**src/rtl/sequencer_pkg.sv**
```systemverilog
// Shared types and constants for the opcode sequencer.
// Opcode layout: [19:16] operation, [15:8] operand A, [7:0] operand B.
package sequencer_pkg;

  localparam int OPW = 20;

  localparam int OP_HI = 19;
  localparam int OP_LO = 16;

  localparam logic [3:0] OP_NOP = 4'b0000;

  typedef enum logic [1:0] {
    S_IDLE,
    S_ISSUE,
    S_GAP
  } state_e;

endpackage

```
**src/rtl/opcode_fifo.sv**
```systemverilog
// Opcode queue: storage, wrapping pointers and an occupancy count.
// The head is read combinationally from the read pointer.
module opcode_fifo
  import sequencer_pkg::*;
#(
  parameter int DEPTH = 4,
  parameter int W = OPW,
  localparam int AW = $clog2(DEPTH),
  localparam int CW = AW + 1
) (
  input  logic         clk,
  input  logic         rst_n,
  input  logic         push,
  input  logic         pop,
  input  logic         flush,
  input  logic [W-1:0] push_data,
  output logic [W-1:0] head,
  output logic [CW-1:0] count,
  output logic         full
);

  logic [W-1:0]  mem_q [DEPTH];
  logic [AW-1:0] wr_ptr_q;
  logic [AW-1:0] wr_ptr_d;
  logic [AW-1:0] rd_ptr_q;
  logic [AW-1:0] rd_ptr_d;
  logic [CW-1:0] count_q;
  logic [CW-1:0] count_d;

  always_comb begin
    wr_ptr_d = wr_ptr_q;
    rd_ptr_d = rd_ptr_q;
    count_d  = count_q;
    if (flush) begin
      wr_ptr_d = '0;
      rd_ptr_d = '0;
      count_d  = '0;
    end else begin
      if (push) wr_ptr_d = wr_ptr_q + AW'(1);
      if (pop)  rd_ptr_d = rd_ptr_q + AW'(1);
      count_d = count_q + CW'(push) - CW'(pop);
    end
  end

  always_ff @(posedge clk or negedge rst_n) begin
    if (!rst_n) begin
      wr_ptr_q <= '0;
      rd_ptr_q <= '0;
      count_q  <= '0;
    end else begin
      wr_ptr_q <= wr_ptr_d;
      rd_ptr_q <= rd_ptr_d;
      count_q  <= count_d;
    end
  end

  // Storage is never reset; only slots below count are ever read.
  always_ff @(posedge clk) begin
    if (push && !flush) mem_q[wr_ptr_q] <= push_data;
  end

  assign head  = mem_q[rd_ptr_q];
  assign count = count_q;
  assign full  = (count_q == CW'(DEPTH));

endmodule

```
**src/rtl/opcode_sequencer.sv**
```systemverilog
// Issues queued opcodes to an executor one at a time, with a one-cycle
// zero gap after each Done; NOP entries are consumed silently in IDLE.
module opcode_sequencer
  import sequencer_pkg::*;
#(
  parameter int DEPTH = 4,
  parameter int OPW = sequencer_pkg::OPW,
  localparam int CW = $clog2(DEPTH) + 1
) (
  input  logic           Clock,
  input  logic           ResetN,
  input  logic           PushValid,
  input  logic [OPW-1:0] PushOp,
  output logic           PushReady,
  input  logic           Flush,
  output logic [OPW-1:0] OpCode,
  input  logic           Done,
  output logic           Busy,
  output logic [CW-1:0]  Count,
  output logic           Overflow
);

  state_e         state_q;
  state_e         state_d;
  logic [OPW-1:0] op_q;
  logic [OPW-1:0] op_d;
  logic           ovf_q;
  logic           ovf_d;

  logic [OPW-1:0] head;
  logic           full;
  logic           pop;
  logic           push;
  logic           has_head;
  logic           head_nop;

  opcode_fifo #(
    .DEPTH(DEPTH),
    .W(OPW)
  ) u_fifo (
    .clk      (Clock),
    .rst_n    (ResetN),
    .push     (push),
    .pop      (pop),
    .flush    (Flush),
    .push_data(PushOp),
    .head     (head),
    .count    (Count),
    .full     (full)
  );

  assign has_head = (Count != '0);
  assign head_nop = (head[OP_HI:OP_LO] == OP_NOP);

  always_comb begin
    state_d = state_q;
    op_d    = op_q;
    pop     = 1'b0;
    unique case (state_q)
      S_IDLE: begin
        if (has_head && !Flush) begin
          pop = 1'b1;
          if (!head_nop) begin
            op_d    = head;
            state_d = S_ISSUE;
          end
        end
      end
      S_ISSUE: begin
        if (Done) begin
          op_d    = '0;
          state_d = S_GAP;
        end
      end
      S_GAP: begin
        state_d = S_IDLE;
        // A NOP head waits for IDLE so the gap stays exactly one cycle.
        if (has_head && !Flush && !head_nop) begin
          pop     = 1'b1;
          op_d    = head;
          state_d = S_ISSUE;
        end
      end
      default: begin
        state_d = S_IDLE;
        op_d    = '0;
      end
    endcase
  end

  // A pop frees a slot at the same edge, so a full queue can still take a push.
  assign push  = PushValid && !Flush && (!full || pop);
  assign ovf_d = ovf_q || (PushValid && full && !pop);

  always_ff @(posedge Clock or negedge ResetN) begin
    if (!ResetN) begin
      state_q <= S_IDLE;
      op_q    <= '0;
      ovf_q   <= 1'b0;
    end else begin
      state_q <= state_d;
      op_q    <= op_d;
      ovf_q   <= ovf_d;
    end
  end

  assign OpCode    = op_q;
  assign Busy      = (state_q == S_ISSUE);
  assign Overflow  = ovf_q;
  assign PushReady = !full && !Flush;

endmodule
```
**config.mk**
```make
export PLATFORM = sky130hd
export DESIGN_NAME = opcode_sequencer
export DESIGN_NICKNAME = d
export VERILOG_FILES = /design/src/rtl/sequencer_pkg.sv /design/src/rtl/opcode_fifo.sv /design/src/rtl/opcode_sequencer.sv
export SDC_FILE = /design/constraint.sdc
export NUM_CORES = 1
export LEC_CHECK = 0
export BUFFER_PORTS_ARGS = -buffer_cell sky130_fd_sc_hd__buf_2
export CORE_UTILIZATION = 40
export DETAILED_ROUTE_END_ITERATION = 6
export PLACE_DENSITY = 0.59
export SETUP_SLACK_MARGIN = 0.2
export SLEW_MARGIN = 20
export SYNTH_ARGS = -nofsm -noshare
export SYNTH_HDL_FRONTEND = slang
export SYNTH_HIERARCHICAL = 1
export SYNTH_SLANG_ARGS = --single-unit
```
**constraint.sdc**
```tcl
create_clock -name Clock -period 8.01 [get_ports Clock]
set_clock_uncertainty 0.15 [all_clocks]
set_input_delay 1.2015 -clock Clock [delete_from_list [all_inputs] [get_ports Clock]]
set_output_delay 1.2015 -clock Clock [all_outputs]
set_load 0.005 [all_outputs]
```
==> flow_summary.json, run 1 <==
{
  "number_of_standard_cells_after_synthesis": 242,
  "final_cell_area_sq_um": 4940,
  "synth_flop_cell": "edfxtp_1",
  "setup.worst_path.end_class": "flip-flop",
  "finalWorstSetupSlack_ns": 4.21,
  "die_area_sq_um": 11400,
  "synth_sequential_area_ratio_pct": 71.6,
  "cp-start-kind": "flip-flop",
  "synthesis.area_per_instance_sq_um": 18.2,
  "actual_slew_at_the_worst_max_slew_pin_ns": 1.07,
  "cts-buffers-inserted": 9,
  "reg2reg_depth": 6,
  "cp_cell_sequence": "mux4_2 -> or4_4 -> o211a_4 -> o211a_1 -> nor2b_1 -> and2_1",
  "floorplan.die.width_um": 107,
  "tns_ns": 0,
  "synth-async-reset-ratio_pct": 27.3,
  "vdd_drop_max_uv": 114,
  "dp_hpwl_mm": 4.75,
  "max_slew_margin_pct": 28.8,
  "synth_top_cell_area_share_pct": 54.6,
  "netSwitchingPower_mw": 0.384,
  "power_per_cell_area_nw_per_um2": 280,
  "post-route-min-period_ns": 3.80,
  "clock.fmax_mhz": 263,
  "switching_power_share_of_the_total_pct": 27.7,
  "worst-path-max-fanout": 22,
  "ys_types": 33,
  "cts.reportedPaths.clkPinSlew_ns": 0.10,
  "postSynthRegisterBits": 110,
  "pin_count_of_the_biggest_net_entering_global_routing": 31,
  "synth.yosys.warnings": 6,
  "antenna_found_initial": 0,
  "initial_utilization_pct": 41.9,
  "layout-drive-gt1-share_pct": 29.7,
  "buffer_ports.inserted": 50,
  "min_delay_path_depth": 1,
  "power_frac_clock_pct": 23.6,
  "dpl_cell_area_sq_um": 4740,
  "global_route_wire_length_before_repair_mm": 12.2,
  "finish.cell_count_without_fillers": 436,
  "final_min_period_over_clock_period_pct": 47.4,
  "num_vias": 2150,
  "gr-total-overflow": 0,
  "crit_required_ns": 7.82,
  "synthesis.area_sq_um": 4400,
  "ant_nets": 0,
  "drt-vias-per-instance": 4.93,
  "synth_area_leader_cell": "edfxtp_1",
  "tritoncts_num_sinks": 110,
  "cts_hold_buffers": 0,
  "setup.reg_to_reg.worst_slack_ns": 4.21,
  "cts_buffer_depth": 2,
  "cellLeakagePower_nw": 1.99,
  "critical_path_class": "reg2reg",
  "wire_per_inst_um": 17.2,
  "worst_hold_startpoint": "Overflow",
  "final_cell_utilization_of_the_core_pct": 47.0,
  "cts_root_buf": "clkbuf_8",
  "drc_errors": 0,
  "netlist_top_cells_area": "edfxtp_1, dfrtp_1, mux4_2",
  "drt_first_pass_iters": 4,
  "worst-endpoint-arrival_ns": 3.60,
  "cts-resized-gates": 0,
  "wl_mm": 7.49,
  "placement_rows": 37,
  "synth-edff-count": 80,
  "detail_route.iter0.violations": 75,
  "insertedDiodeCount": 0,
  "hold_viol": 0,
  "post-place-cells": 420,
  "first_global_vias": 2257,
  "die_h_um": 107,
  "slowest_stage": "dfrtp_1",
  "h-tree-depth": 3,
  "ioPinCount": 51,
  "timing.rr.end": "u_fifo/mem_q[3][13]",
  "area_growth_pct": 12.1,
  "grt_setup_unrepaired": "false",
  "internal-power_mw": 1.00,
  "final_max_slew_viol_count": 0,
  "max_cap_viol_count": 0,
  "worst_slack_at_placement_ns": 4.14,
  "pwr-share-comb_pct": 24.5,
  "track_usage_pct": 14.7,
  "gp_routability_congestion": 0.709,
  "hold_slack_ns": 0.350,
  "result_of_the_run": "finished, final reports clean",
  "seqPwrFrac_pct": 51.9,
  "fin_nets": 327,
  "clk_latency_ns": 0.36,
  "worstHoldEndpoint": "Overflow",
  "regToRegStartpoint": "u_fifo/rd_ptr_q[1]",
  "total_power_mw": 1.38,
  "cts_setup_buffers": 0,
  "synth_fp_nets": 274,
  "floorplan.core_area_sq_um": 10500,
  "worst_path_largest_cell_delay_ns": 0.97,
  "tritoncts_clock_tree": "done",
  "number_of_setup_violations_in_the_final_report": 0,
  "timing.hold.worst.class": "reg2reg"
}
[sequential cells by signal, indices dropped and copies added (netlist names)]
signal	flops
state_q	2
OpCode	20
u_fifo/rd_ptr_q	2
u_fifo/count	3
u_fifo/wr_ptr_q	2
Overflow	1
u_fifo/mem_q	80
[worst max-delay path, delay by kind of cell, from the launching register on]
kind | cells | cell delay [ns]
muxes | 1 | 0.44
DFF | 1 | 0.97
and+or+nand+nor | 3 | 1.27
AOI/OAI and AO/OA | 2 | 0.55
[per-layer routing]
layer  up-vias  track usage, %  part of all wire [%]
li1       1001               -                     -
met1      1102            20.0                    47
met2        38            23.3                    48
met3         9            2.43                   4.0
met4         0            7.05                   1.5
met5         -               0                     0
[power groups by stage]
stage	Combinational, mW	Sequential, mW	Clock, mW
floorplan	0.262	0.728	0
global placement	0.344	0.731	0
detailed placement	0.349	0.732	0
CTS	0.350	0.719	0.337
global route	0.385	0.728	0.360
finish	0.339	0.718	0.327
[cell usage in the layout (no fill, tap or decap), drive strengths merged, types with 2 or more instances in the layout]
cell type  instances
inv               26
ha                 6
mux4              20
dfrtp             30
o21ai              2
and2               5
buf               51
nor2               7
nand2             18
nor3               2
nor2b              2
o211a              2
mux2i             17
clkbuf            11
a32o               3
clkinv             2
edfxtp            80
xnor2              2
[synth_stat cells, types with 2 or more instances]
| cell | count |
|---|---|
| edfxtp_1 | 80 |
| dfrtp_1 | 30 |
| inv_1 | 25 |
| nand2_1 | 18 |
| mux2i_1 | 17 |
| mux4_2 | 17 |
| nor2_1 | 7 |
| ha_1 | 6 |
| and2_1 | 5 |
| a32o_1 | 3 |
| buf_6 | 3 |
| mux4_1 | 3 |
| buf_12 | 2 |
| buf_2 | 2 |
| clkbuf_1 | 2 |
| nor2b_1 | 2 |
| nor3_1 | 2 |
| o21ai_1 | 2 |
| xnor2_1 | 2 |
[worst max path at each step]
stage	from	end	slack, ns	cells after the start
2_1_floorplan	u_fifo/rd_ptr_q[0]	u_fifo/count[2]	4.77	12
3_3_place_gp	u_fifo/rd_ptr_q[1]	u_fifo/mem_q[1][2]	4.22	6
3_5_place_dp	u_fifo/rd_ptr_q[1]	u_fifo/mem_q[1][2]	4.14	6
4_1_cts	u_fifo/rd_ptr_q[1]	u_fifo/mem_q[1][13]	4.12	6
5_1_grt	u_fifo/rd_ptr_q[1]	u_fifo/mem_q[2][13]	4.00	6
6_report	u_fifo/rd_ptr_q[1]	u_fifo/mem_q[3][13]	4.21	6
[area by class of cell]
class	instances	area, sq um
tap	136	170
inverter	25	93.8
fill	932	5570
clock inverter	5	60.1
timing repair buffer	51	258
sequential	110	3150
multi-input combinational	98	1070
clock buffer	11	131
[cell families after synthesis]
family	count (synthesis)	synth area share, %
buffers and inverters	34	4.21
adders and majority gates	7	2.16
and+or+nand+nor	40	4.52
DFF	110	71.6
AOI/OAI and AO/OA	11	2.25
xor gates and xnor gates	3	0.909
muxes	37	14.4
(Power assumes the default switching activity.)
==> inputs of run 2 (changes only) <==
==> constraint.sdc (replaced) <==
create_clock -name Clock -period 3.9 [get_ports Clock]
set_clock_uncertainty 0.15 [all_clocks]
set_input_delay 0.585 -clock Clock [delete_from_list [all_inputs] [get_ports Clock]]
set_output_delay 0.585 -clock Clock [all_outputs]
set_load 0.005 [all_outputs]
==> flow_summary.json, run 2 (synthesis results as in run 1) <==
{
  "result_of_the_run": "finished, final reports clean",
  "grt_setup_unrepaired": "false",
  "floorplan.core_area_sq_um": 10500,
  "ant_nets": 0,
  "initial_utilization_pct": 41.9,
  "critPathBufInv": 0,
  "layout-drive-gt1-share_pct": 30.9,
  "placement_rows": 37,
  "cellLeakagePower_nw": 2.03,
  "tritoncts_clock_tree": "done",
  "first_global_vias": 2264,
  "tritoncts_num_sinks": 110,
  "pin_count_of_the_biggest_net_entering_global_routing": 31,
  "detail_route.iter0.violations": 100,
  "vdd_drop_max_uv": 206,
  "max_cap_viol_count": 0,
  "number_of_setup_violations_in_the_final_report": 0,
  "max_flop_register": "u_fifo/mem_q",
  "cts-resized-gates": 0,
  "cts_hold_buffers": 0,
  "tns_ns": 0,
  "floorplan.die.width_um": 107,
  "cp_cell_sequence": "mux4_1 -> or4_4 -> o211a_4 -> o211a_1 -> nor2b_1 -> and2_1",
  "setup.worst_path.end_class": "flip-flop",
  "ioPinCount": 51,
  "die_h_um": 107,
  "post-route-min-period_ns": 3.57,
  "cp-start-kind": "flip-flop",
  "track_usage_pct": 14.7,
  "drt_first_pass_iters": 4,
  "wl_mm": 7.66,
  "post-place-cells": 423,
  "actual_slew_at_the_worst_max_slew_pin_ns": 1.08,
  "largest_register_ff_count": 80,
  "worst-path-max-fanout": 20,
  "global_route_wire_length_before_repair_mm": 12.3,
  "gp_routability_congestion": 0.703,
  "worst_path_largest_cell_delay_ns": 0.66,
  "cts_setup_buffers": 0,
  "final_max_slew_viol_count": 0,
  "hold_viol": 0,
  "grt.met3_usage_pct": 3.59,
  "critical_path_class": "reg2reg",
  "antenna_found_initial": 0,
  "cts-buffers-inserted": 9,
  "final_common_cell": "edfxtp_1",
  "grt_util_met1_pct": 20.5,
  "cts_root_buf": "clkbuf_8",
  "grt_busiest_layer": "met2",
  "area_growth_pct": 13.6,
  "clk_latency_ns": 0.36,
  "h-tree-depth": 3,
  "clock.fmax_mhz": 280,
  "num_vias": 2168,
  "cts.reportedPaths.clkPinSlew_ns": 0.11,
  "die_area_sq_um": 11400,
  "dp_hpwl_mm": 4.90,
  "critPathTopFamily": "simple AND/OR/NAND/NOR gates",
  "finish.cell_count_without_fillers": 440,
  "timing.hold.worst.class": "in2async",
  "fin_nets": 331,
  "final_cell_mix": "edfxtp_1, buf_2, dfrtp_1, inv_1, nand2_1",
  "filler_cell_count": 917,
  "crit_required_ns": 3.70,
  "final_min_period_over_clock_period_pct": 91.5,
  "insertedDiodeCount": 0,
  "slowest_stage": "mux4_1",
  "wire_per_inst_um": 17.4,
  "max_slew_margin_pct": 27.8,
  "worst-endpoint-arrival_ns": 3.36,
  "drc_errors": 0,
  "power_per_cell_area_nw_per_um2": 587,
  "buffer_ports.inserted": 50,
  "drt-vias-per-instance": 4.93,
  "cts_buffer_depth": 2,
  "gr-total-overflow": 0,
  "grtUsageMet2_pct": 22.9
}
[run 2: cell type report]
class | count | area (sq um) | area share [%]
Timing Repair Buffer | 55 | 295 | 5.90
Clock buffer | 10 | 128 | 2.55
Sequential cell | 110 | 3150 | 63.0
Clock inverter | 6 | 92.6 | 1.85
Multi-Input combinational cell | 98 | 1070 | 21.4
Inverter | 25 | 93.8 | 1.88
Tap cell | 136 | 170 | 3.40
[run 2: routing by layer]
metal,part of all wire (%),vias to the layer above
met5,0,-
met4,0.85,0
met3,5.4,6
met2,48,52
met1,46,1096
li1,-,1014
[run 2: worst paths after layout]
| check | slack, ns | from | end | cells past startpoint |
|---|---|---|---|---|
| max | 0.33 | u_fifo/rd_ptr_q[0] | u_fifo/mem_q[2][16] | 6 |
| min | 0.13 | ResetN | u_fifo/count[0] | 1 |
| max reg2reg | 0.33 | u_fifo/rd_ptr_q[0] | u_fifo/mem_q[2][16] | 6 |
| min reg2reg | 0.36 | OpCode[19] | OpCode[19] | 1 |
| max in group asynchronous | 2.97 | ResetN | u_fifo/rd_ptr_q[0] | 1 |
| min in group Clock | 0.28 | Done | state_q[0] | 2 |
[run 2: worst reg2reg max path: stages, from the launching register on]
cell and delay [ns]:
dfrtp_1 0.58, mux4_1 0.66, or4_4 0.52, o211a_4 0.28, o211a_1 0.28, nor2b_1 0.18, and2_1 0.53
[run 2: metrics by stage]
stage | instance area, sq um | utilization, % | power (mW) | hold WS [ns] | setup slack [ns]
after detailed placement | 4770 | 45.4 | 2.23 | 0.329 | 0.303
after CTS | 4990 | 47.4 | 2.98 | 0.160 | 0.283
final | 5000 | 47.6 | 2.93 | 0.132 | 0.333
after global placement | 4770 | 45.4 | 2.22 | 0.327 | 0.423
after floorplan | 4400 | - | 2.03 | 0.139 | 0.658
after global routing | 5000 | 47.6 | 3.11 | 0.163 | 0.208
[run 2: power by group]
| part | internal [mW] | switching, mW | leakage (nW) |
|---|---|---|---|
| logic | 0.370 | 0.335 | 0.810 |
| registers | 1.39 | 0.0899 | 1.11 |
| clock network | 0.368 | 0.380 | 0.109 |
| total | 2.13 | 0.805 | 2.03 |
==> inputs of run 3 (changes only) <==
--- a/config.mk
+++ b/config.mk
@@ -8,7 +8,7 @@
 export BUFFER_PORTS_ARGS = -buffer_cell sky130_fd_sc_hd__buf_2
 export CORE_UTILIZATION = 40
 export DETAILED_ROUTE_END_ITERATION = 6
-export PLACE_DENSITY = 0.59
+export PLACE_DENSITY = 0.54
 export SETUP_SLACK_MARGIN = 0.2
 export SLEW_MARGIN = 20
 export SYNTH_ARGS = -nofsm -noshare
==> flow_summary.json, run 3 (synthesis results as in run 1) <==
{
  "cts-resized-gates": 0,
  "timing.hold.worst.class": "in2async",
  "max_flop_register": "u_fifo/mem_q",
  "cellLeakagePower_nw": 2.02,
  "placement_rows": 37,
  "worst_path_largest_cell_delay_ns": 0.62,
  "drc_errors": 0,
  "num_vias": 2153,
  "track_usage_pct": 14.5,
  "total_power_mw": 2.87,
  "actual_slew_at_the_worst_max_slew_pin_ns": 1.05,
  "cts_buffer_depth": 2,
  "vdd_drop_max_uv": 252,
  "clock.fmax_mhz": 289,
  "power_per_cell_area_nw_per_um2": 576,
  "max_slew_margin_pct": 29.7,
  "worst-path-max-fanout": 20,
  "tritoncts_clock_tree": "done",
  "gp_routability_congestion": 0.717,
  "clk_latency_ns": 0.36,
  "tritoncts_num_sinks": 110,
  "multi_input_area_sq_um": 1070,
  "crit_required_ns": 3.71,
  "buffer_ports.inserted": 50,
  "worst-endpoint-arrival_ns": 3.27,
  "pin_count_of_the_biggest_net_entering_global_routing": 31,
  "layout.area.seq_sq_um": 3150,
  "hold_viol": 0,
  "post-route-min-period_ns": 3.46,
  "global_route_wire_length_before_repair_mm": 12.0,
  "h-tree-depth": 3,
  "floorplan.core_area_sq_um": 10500,
  "dp_hpwl_mm": 4.71,
  "setup.reg_to_reg.worst_slack_ns": 0.44,
  "tns_ns": 0,
  "wire_per_inst_um": 16.7,
  "cts-buffers-inserted": 9,
  "cts_setup_buffers": 0,
  "final_max_slew_viol_count": 0,
  "filler_cell_count": 912,
  "critical_path_class": "reg2reg",
  "cts_hold_buffers": 0,
  "detail_route.iter0.violations": 106,
  "cp-start-kind": "flip-flop",
  "antenna_found_initial": 0,
  "reg2reg_depth": 6,
  "ant_nets": 0,
  "gr-total-overflow": 0,
  "result_of_the_run": "finished, final reports clean",
  "area_growth_pct": 13.0,
  "cp_cell_sequence": "mux4_1 -> or4_4 -> o211a_4 -> o211a_1 -> nor2b_1 -> and2_1",
  "drt-vias-per-instance": 4.88,
  "floorplan.die.width_um": 107,
  "final_min_period_over_clock_period_pct": 88.7,
  "initial_utilization_pct": 41.9,
  "cts_root_buf": "clkbuf_8",
  "grt_setup_unrepaired": "false",
  "regToRegStartpoint": "u_fifo/rd_ptr_q[0]",
  "drt_first_pass_iters": 4,
  "final_common_cell": "edfxtp_1",
  "slowest_stage": "mux4_1",
  "timing.rr.end": "u_fifo/mem_q[2][2]",
  "critPathBufInv": 0,
  "fin_nets": 332,
  "wl_mm": 7.38,
  "final_cell_mix": "edfxtp_1, buf_2, dfrtp_1, inv_1, nand2_1",
  "layout-drive-gt1-share_pct": 30.5,
  "first_global_vias": 2205,
  "max_cap_viol_count": 0,
  "die_area_sq_um": 11400,
  "ioPinCount": 51,
  "number_of_setup_violations_in_the_final_report": 0,
  "cts.reportedPaths.clkPinSlew_ns": 0.10,
  "insertedDiodeCount": 0,
  "critPathTopFamily": "simple AND/OR/NAND/NOR gates",
  "setup.worst_path.end_class": "flip-flop",
  "die_h_um": 107,
  "largest_register_ff_count": 80
}
## run 3: area by class of cell
type	instances	share of cell area, %
clock buffers	11	2.84
clock inverters	5	1.13
inverters	25	1.89
multi-input cells	98	21.4
flip-flops and latches	110	63.4
well taps	136	3.42
repair buffers	56	5.93
## run 3: routing by layer
layer  up-vias  wire (um)  global-route usage (%)
li1       1015          -                       -
met1      1084       3530                    20.2
met2        43       3490                    22.4
met3        11        269                    3.47
met4         0        100                    4.70
met5         -          0                       0
## run 3: how the worst max path moves through the flow
stage                                   from                   to  depth (start not counted)
after floorplan           u_fifo/rd_ptr_q[0]      u_fifo/count[2]                         12
after global placement    u_fifo/rd_ptr_q[1]  u_fifo/mem_q[2][11]                          6
after detailed placement  u_fifo/rd_ptr_q[1]  u_fifo/mem_q[3][11]                          6
after CTS                 u_fifo/rd_ptr_q[0]  u_fifo/mem_q[3][18]                          6
after global routing      u_fifo/rd_ptr_q[0]  u_fifo/mem_q[2][16]                          6
final                     u_fifo/rd_ptr_q[0]   u_fifo/mem_q[2][2]                          6
## run 3: per-stage QoR
stage	worst slack, ns	instance area [sq um]	hold slack (ns)	cells	utilization (%)
floorplan	0.658	4400	0.139	242	-
global placement	0.435	4780	0.321	425	45.5
finish	0.441	4980	0.121	441	47.4
CTS	0.363	4970	0.133	441	47.3
detailed placement	0.376	4780	0.315	425	45.5
global route	0.231	4980	0.162	441	47.4
## run 3: report_power, final
part           leakage [nW]  internal (mW)  switching, mW  total (mW)
Sequential             1.11           1.39         0.0893        1.48
Clock                0.0997          0.315          0.367       0.682
Combinational         0.811          0.376          0.327       0.704
